<file path="config.mk">
export PLATFORM = sky130hd
export DESIGN_NAME = sync_fifo_fwft_1r1w
export DESIGN_NICKNAME = d
export VERILOG_FILES = /design/src/rtl/sync_fifo_fwft_1r1w_pkg.sv /design/src/rtl/sync_fifo_fwft_1r1w_ram.sv /design/src/rtl/sync_fifo_fwft_1r1w.sv
export SDC_FILE = /design/constraint.sdc
export NUM_CORES = 2
export LEC_CHECK = 0
export CORE_ASPECT_RATIO = 1.25
export CORE_MARGIN = 1
export CORE_UTILIZATION = 52
export CTS_CLUSTER_DIAMETER = 80
export DETAILED_ROUTE_END_ITERATION = 8
export GPL_TIMING_DRIVEN = 0
export MAX_ROUTING_LAYER = met4
export PLACE_DENSITY = 0.69
export SYNTH_ARGS = -nofsm -noshare
export SYNTH_HDL_FRONTEND = slang
export SYNTH_SLANG_ARGS = --single-unit
</file>
<file path="constraint.sdc">
create_clock -name clk -period 6.1 [get_ports clk]
set_input_delay 0.915 -clock clk [delete_from_list [all_inputs] [get_ports clk]]
set_output_delay 0.915 -clock clk [all_outputs]
set_load 0.02 [all_outputs]
</file>
<file path="src/rtl/sync_fifo_fwft_1r1w_pkg.sv">
// Shared constants and elaboration helpers for the FWFT FIFO and its RAM core.
package sync_fifo_fwft_1r1w_pkg;

  // RAM read latency seen by the prefetch stage: 1 cycle bare, 2 with an output register.
  function automatic int ram_latency(input bit dout_reg);
    return dout_reg ? 2 : 1;
  endfunction

  function automatic int clog2(input int v);
    int r;
    r = 0;
    while ((1 << r) < v) r++;
    return r;
  endfunction

endpackage

</file>
<file path="src/rtl/sync_fifo_fwft_1r1w_ram.sv">
// Simple dual-port RAM: one write port, one registered read port with enable,
// optional extra output register.
module sdp_ram_core #(
  parameter string RAM_STYLE  = "block",
  parameter int    WIDTH_DATA = 64,
  parameter int    WIDTH_ADDR = 5,
  parameter bit    OUT_REG    = 1'b0
)(
  input  logic                  clk,
  input  logic                  rst_n,
  input  logic                  we,
  input  logic [WIDTH_ADDR-1:0] waddr,
  input  logic [WIDTH_DATA-1:0] wdata,
  input  logic                  re,
  input  logic [WIDTH_ADDR-1:0] raddr,
  output logic [WIDTH_DATA-1:0] rdata
);
  localparam int DEPTH = 1 << WIDTH_ADDR;

  logic [WIDTH_DATA-1:0] rd_word;
  logic [WIDTH_DATA-1:0] q;

  generate
    if (RAM_STYLE == "distributed") begin : g_dist
      (* ram_style = "distributed" *) logic [WIDTH_DATA-1:0] mem [DEPTH];
      always_ff @(posedge clk) if (we) mem[waddr] <= wdata;
      assign rd_word = mem[raddr];
    end else if (RAM_STYLE == "registers") begin : g_regs
      (* ram_style = "registers" *) logic [WIDTH_DATA-1:0] mem [DEPTH];
      always_ff @(posedge clk) if (we) mem[waddr] <= wdata;
      assign rd_word = mem[raddr];
    end else if (RAM_STYLE == "block") begin : g_block
      (* ram_style = "block" *) logic [WIDTH_DATA-1:0] mem [DEPTH];
      always_ff @(posedge clk) if (we) mem[waddr] <= wdata;
      assign rd_word = mem[raddr];
    end else begin : g_auto
      logic [WIDTH_DATA-1:0] mem [DEPTH];
      always_ff @(posedge clk) if (we) mem[waddr] <= wdata;
      assign rd_word = mem[raddr];
    end
  endgenerate

  always_ff @(posedge clk or negedge rst_n) begin
    if (!rst_n)  q <= '0;
    else if (re) q <= rd_word;
  end

  generate
    if (OUT_REG) begin : g_oreg
      logic [WIDTH_DATA-1:0] q2;
      always_ff @(posedge clk or negedge rst_n) begin
        if (!rst_n) q2 <= '0;
        else        q2 <= q;
      end
      assign rdata = q2;
    end else begin : g_noreg
      assign rdata = q;
    end
  endgenerate

endmodule

</file>
<file path="src/rtl/sync_fifo_fwft_1r1w.sv">
// First-word-fall-through FIFO: RAM queue plus a small register prefetch stage
// whose head drives rd_data, sustaining one push and one pop per cycle.
module sync_fifo_fwft_1r1w
  import sync_fifo_fwft_1r1w_pkg::*;
#(
  parameter string RAM_STYLE_MODE = "block",
  parameter int    WIDTH_DATA     = 64,
  parameter int    WIDTH_ADDR     = 5,
  parameter string DOUT_REG       = "false",
  parameter int    AFULL_THRESH   = (1 << WIDTH_ADDR) - 4,
  parameter int    AEMPTY_THRESH  = 2
)(
  input  logic                  clk,
  input  logic                  rst_n,
  input  logic                  wr_en,
  input  logic [WIDTH_DATA-1:0] wr_data,
  output logic                  full,
  output logic                  afull,
  input  logic                  rd_en,
  output logic [WIDTH_DATA-1:0] rd_data,
  output logic                  empty,
  output logic                  aempty,
  output logic [WIDTH_ADDR:0]   count,
  output logic                  overflow,
  output logic                  underflow
);
  localparam int DEPTH   = 1 << WIDTH_ADDR;
  localparam bit OUT_REG = (DOUT_REG == "true");
  localparam int L       = ram_latency(OUT_REG);
  localparam int P       = L + 1;
  localparam int PF_CW   = clog2(P + 1);
  localparam int CW      = WIDTH_ADDR + 1;

  logic                         push, pop, issue, land;
  logic [WIDTH_ADDR-1:0]        wp, rp;
  logic [CW-1:0]                ram_cnt, count_nxt;
  logic [PF_CW-1:0]             pf_cnt, wi;
  logic [PF_CW:0]               pf_need;
  logic [L-1:0]                 vld_pipe;
  logic [P-1:0][WIDTH_DATA-1:0] pf_data;
  logic [WIDTH_DATA-1:0]        ram_rdata;

  assign push      = wr_en & ~full;
  assign pop       = rd_en & ~empty;
  assign empty     = (pf_cnt == '0);
  assign rd_data   = pf_data[0];
  assign land      = vld_pipe[L-1];
  assign wi        = pf_cnt - PF_CW'(pop);
  assign count_nxt = count + CW'(push) - CW'(pop);

  // Prefetch slots already spoken for: held entries plus reads still in the RAM pipe.
  // Crediting this cycle's pop keeps streaming bubble-free.
  always_comb begin
    pf_need = {1'b0, pf_cnt};
    for (int i = 0; i < L; i++) pf_need = pf_need + (PF_CW + 1)'(vld_pipe[i]);
  end

  // ram_cnt only counts writes from earlier cycles, so rp never equals a live wp.
  assign issue = (ram_cnt != '0) && (int'(pf_need) < P + int'(pop));

  always_ff @(posedge clk or negedge rst_n) begin
    if (!rst_n) begin
      wp        <= '0;
      rp        <= '0;
      ram_cnt   <= '0;
      count     <= '0;
      pf_cnt    <= '0;
      vld_pipe  <= '0;
      full      <= 1'b0;
      afull     <= 1'b0;
      aempty    <= 1'b1;
      overflow  <= 1'b0;
      underflow <= 1'b0;
    end else begin
      if (push)  wp <= wp + 1'b1;
      if (issue) rp <= rp + 1'b1;
      ram_cnt   <= ram_cnt + CW'(push) - CW'(issue);
      count     <= count_nxt;
      pf_cnt    <= pf_cnt + PF_CW'(land) - PF_CW'(pop);
      vld_pipe[0] <= issue;
      for (int i = 1; i < L; i++) vld_pipe[i] <= vld_pipe[i-1];
      full      <= (count_nxt == CW'(DEPTH));
      afull     <= (int'(count_nxt) >= AFULL_THRESH);
      aempty    <= (int'(count_nxt) <= AEMPTY_THRESH);
      overflow  <= wr_en & full;
      underflow <= rd_en & empty;
    end
  end

  // Prefetch register FIFO: slot 0 is the head; a landing read fills the first free slot.
  always_ff @(posedge clk or negedge rst_n) begin
    if (!rst_n) begin
      pf_data <= '0;
    end else begin
      if (pop)
        for (int i = 0; i < P - 1; i++) pf_data[i] <= pf_data[i+1];
      for (int i = 0; i < P; i++)
        if (land && wi == PF_CW'(i)) pf_data[i] <= ram_rdata;
    end
  end

  sdp_ram_core #(
    .RAM_STYLE  (RAM_STYLE_MODE),
    .WIDTH_DATA (WIDTH_DATA),
    .WIDTH_ADDR (WIDTH_ADDR),
    .OUT_REG    (OUT_REG)
  ) u_ram (
    .clk   (clk),
    .rst_n (rst_n),
    .we    (push),
    .waddr (wp),
    .wdata (wr_data),
    .re    (issue),
    .raddr (rp),
    .rdata (ram_rdata)
  );

endmodule

</file>
==> reports/qor.csv <==
stage,metric,value,unit
global_route,initial antenna violation count,5,
clock_tree,"Clk pin slew, worst setup/hold paths",0.06,ns
clock_tree,H-tree levels,4,
yosys,"FFs w/ async S/R, synth",0.09780,
yosys,ranking of synthesized cells by area,"edfxtp_1 (70%), mux4_2 (11%), dfrtp_1 (6.3%)",
yosys,average size of a mapped cell,20.69,sq um
floorplan,die width,368.4,microns
timing,Worst-Margin Slew,1.490,ns
yosys,Yosys cell types,52,
yosys,post-synth top area share,0.7048,
clock_tree,clock sink count,2270,
worst_setup_path,r2r worst-path depth,16,
worst_setup_path,CP max stage delay,0.87,ns
routing,post-route ant nets,0,
worst_setup_path,r2r startpoint,pf_cnt[0]$_DFF_PN0_,
worst_setup_path,CP required,6.85,ns
finish,Total Nets Final,4755,
placed_design,placed cell area,93750,sq um
yosys,sequential fraction of the synthesis area,0.7685,
finish,"Design Area, Final",100700,sq um
yosys,Mapped Cells,4217,
placed_design,DP Worst Slack,1.392,ns
timing,min cycle time layout,4.146,ns
pwr,Worst VDD drop,0.0003961,V
yosys,Synth Register Bits,2270,
yosys,Synth area leader,edfxtp_1,
worst_setup_path,CP endpoint,ram_cnt[4]$_DFF_PN0_,
timing,RSZ-0062 raised after global routing,false,
routing,DR vias,44875,
yosys,Mapped Area,87260,sq um
placed_design,IO buf count,143,
placed_design,post-DP HPWL,150.3,mm
routing,first-pass detailed-route iteration total,6,
worst_setup_path,R2R Setup Slk,1.95,ns
global_route,global-route wire length before repair,323.8,mm
routing,vias per std cell,6.366,
timing,worst rel slew slack,0.006758,
floorplan,Core Area,166100,sq um
routing,wire per inst,32.30,microns
routing,Starting DRT DRC Count,5726,
timing,"Slew Viols, Final",0,
worst_setup_path,kind of critical path,reg2reg,
run_status,failing checks,max-capacitance violations,
routing,DRC viols,0,
clock_tree,CTS tree,built,
worst_setup_path,CP Max Fanout,10,
global_route,GRT Residual Overflow,0,
timing,final setup vio count,0,
job,maxcap violations,1,
clock_tree,Root Buffer,clkbuf_16,
yosys,"EDFF count, synth",2048,
finish,Layout Utilization,0.6062,
worst_setup_path,crit path DAT,4.89,ns
timing,Peak Freq,0.2412,GHz
worst_setup_path,Critical-path top delay cell,clkbuf_1,
floorplan,# IOs,144,
floorplan,DIE AREA,169500,sq um
worst_setup_path,CP Capture Type,register,
worst_setup_path,Worst setup SP type,register,
worst_setup_path,crit path cell chain,ha_1 > ha_1 > o21ai_0 > nand2_1 > clkbuf_1 > inv_1 > ha_1 > inv_1 > ha_1 > inv_1 > fa_1 > inv_1 > a21oi_1 > nor2_1 > nor2_1 > xnor2_1,
clock_tree,"Clk Latency, worst-skew pair",0.86,ns
global_route,largest net degree at the start of global routing,117,
floorplan,Die Ht,460.0,microns
yosys,syn nets,4308,
yosys,yosys warns,0,
worst_setup_path,r2r endpoint,ram_cnt[4]$_DFF_PN0_,
finish,Fillers,11587,
floorplan,Initial Util,0.5253,
run_status,status,"finished, violations left",
timing,period utilization,0.6797,
min_path,HP Class,in2async,
timing,Final Hold Violating Endpoints,0,
yosys,ys flop type,edfxtp_1,
floorplan,Rows,167,
pwr,Pleak,33.40,nW
finish,proportion of layout cells with a drive suffix above 1,0.2391,
global_route,vias in the first global route,45204,
clock_tree,CTS Buf Count,205,
pwr,total power per unit cell area,485.9,nW/um^2
worst_setup_path,CP Launch Point,pf_cnt[0]$_DFF_PN0_,
routing,drt total wl,227.7,mm
placed_design,Placer Congestion,0.8454,
timing,setup ws final,1.954,ns
global_route,GRT Total Usage,0.2785,
finish,area grow syn2layout,15.40,%
clock_tree,clk buf depth,3,
timing,worst clock skew,0.02751,ns
cell families after synthesis:
family / count (synthesis) / share of synthesized area
AO/OA/AOI/OAI: 477 / 0.03936
XOR/XNOR: 16 / 0.001606
adder cells (fa/ha/maj): 23 / 0.003470
buffers and inverters: 326 / 0.02081
flip-flops: 2270 / 0.7685
multiplexers: 773 / 0.1485
AND/OR/NAND/NOR: 332 / 0.01775
metal layers:
layer	up-vias	share of wire	global-route usage	routed length [microns]
li1	18251	-	-	-
met1	23763	0.38	0.3599	86680
met2	2378	0.49	0.4412	111400
met3	483	0.090	0.05264	20480
met4	0	0.040	0.1071	9162
met5	-	0	-	0
worst min-delay path by stage:
stage                                        endpoint  slack (ns)  depth (start not counted)
after floorplan            u_ram.rdata[0]$_DFFE_PN0P_        0.47                          2
after global placement         rd_data[1]$_DFFE_PN0P_        0.48                          2
after detailed placement   u_ram.rdata[0]$_DFFE_PN0P_        0.49                          2
after CTS                 u_ram.rdata[35]$_DFFE_PN0P_        0.46                          2
after global routing      u_ram.rdata[35]$_DFFE_PN0P_        0.49                          2
final                     u_ram.rdata[35]$_DFFE_PN0P_        0.50                          2
metrics by stage:
stage / hold slack (ns) / instances / total power, mW / setup TNS [ns]
final: 0.4999 / 7049 / 48.93 / 0
after global routing: 0.4912 / 7049 / 50.42 / 0
after CTS: 0.4629 / 7045 / 48.96 / 0
after detailed placement: 0.4924 / 6653 / 35.91 / 0
after global placement: 0.4799 / 6557 / 35.44 / -7437.50
after floorplan: 0.4665 / 4217 / 29.47 / 0
Yosys cell counts, drive strengths merged, types with 28 or more instances:
cell	number
a22oi	138
mux2i	289
buf	217
mux4	410
mux2	74
nand2	139
o31ai	29
a311oi	29
and3	28
clkbuf	88
o22ai	98
nor2	69
o21ai	85
dfrtp	221
edfxtp	2048
critical path: cells and delay by family (launching register included):
family	cells	cell delay (ns)
buffers and inverters	5	1.53
adder cells (fa/ha/maj)	5	1.48
XOR/XNOR	1	0.11
AO/OA/AOI/OAI	2	0.13
AND/OR/NAND/NOR	3	0.33
flip-flops	1	0.44
layout by cell type, fill, tap and decap left out, types with 15 or more instances in the layout:
cell             instances
o21ai_0                 84
nor2b_1                 27
mux2i_1                289
clkbuf_16              207
mux2_2                  74
clkbuf_8                22
o22ai_1                 98
nor2_1                  36
clkinv_2                38
a211oi_1                21
buf_2                   87
bufinv_16               20
clkbuf_1               127
a21oi_1                 15
a311oi_1                29
nor2_4                  32
nand2_1                138
ha_1                    21
dfrtp_1                221
buf_4                  109
o31ai_1                 29
mux4_2                 410
buf_12                  77
buf_16                  19
nor3_1                  15
inv_1                   21
a22o_1                  23
clkinv_1                36
a22oi_1                138
nand3_1                 18
o41ai_2                 18
edfxtp_1              2048
clkdlybuf4s50_1        142
and3_1                  28
area by class of cell:
class | count | area [sq um] | area share
clock buffers | 270 | 5637 | 0.05598
well taps | 2197 | 2749 | 0.02730
inverters | 21 | 78.83 | 0.0007828
plain buffers | 305 | 1739 | 0.01727
multi-input cells | 1621 | 18630 | 0.1850
clock inverters | 121 | 1286 | 0.01277
repair buffers | 240 | 3511 | 0.03487
diodes | 4 | 10.01 | 0.00009941
flip-flops and latches | 2270 | 67060 | 0.6659
repair_timing:
item                                   in CTS  in global routing
gates resized for setup                     0                  0
hold buffers                                1                  0
buffers inserted                            0                  0
endpoints found under the hold margin      25                  0
power by group:
group / total, mW / switching [mW] / internal [mW]
Sequential: 19.6 / 0.964 / 18.6
Clock: 13.2 / 5.77 / 7.41
Combinational: 16.1 / 9.72 / 6.43
Total: 48.9 / 16.4 / 32.5
registers in the layout (all words and copies together), names as in the netlist:
| signal | cells |
|---|---|
| wp | 5 |
| underflow | 1 |
| overflow | 1 |
| full | 1 |
| rd_data | 64 |
| rp | 5 |
| u_ram.rdata | 64 |
| afull | 1 |
| ram_cnt | 6 |
| pf_cnt | 2 |
| u_ram.g_block.mem | 2048 |
| aempty | 1 |
| count | 6 |
| pf_data | 64 |
| land | 1 |
Power figures use the tool's default switching activity.
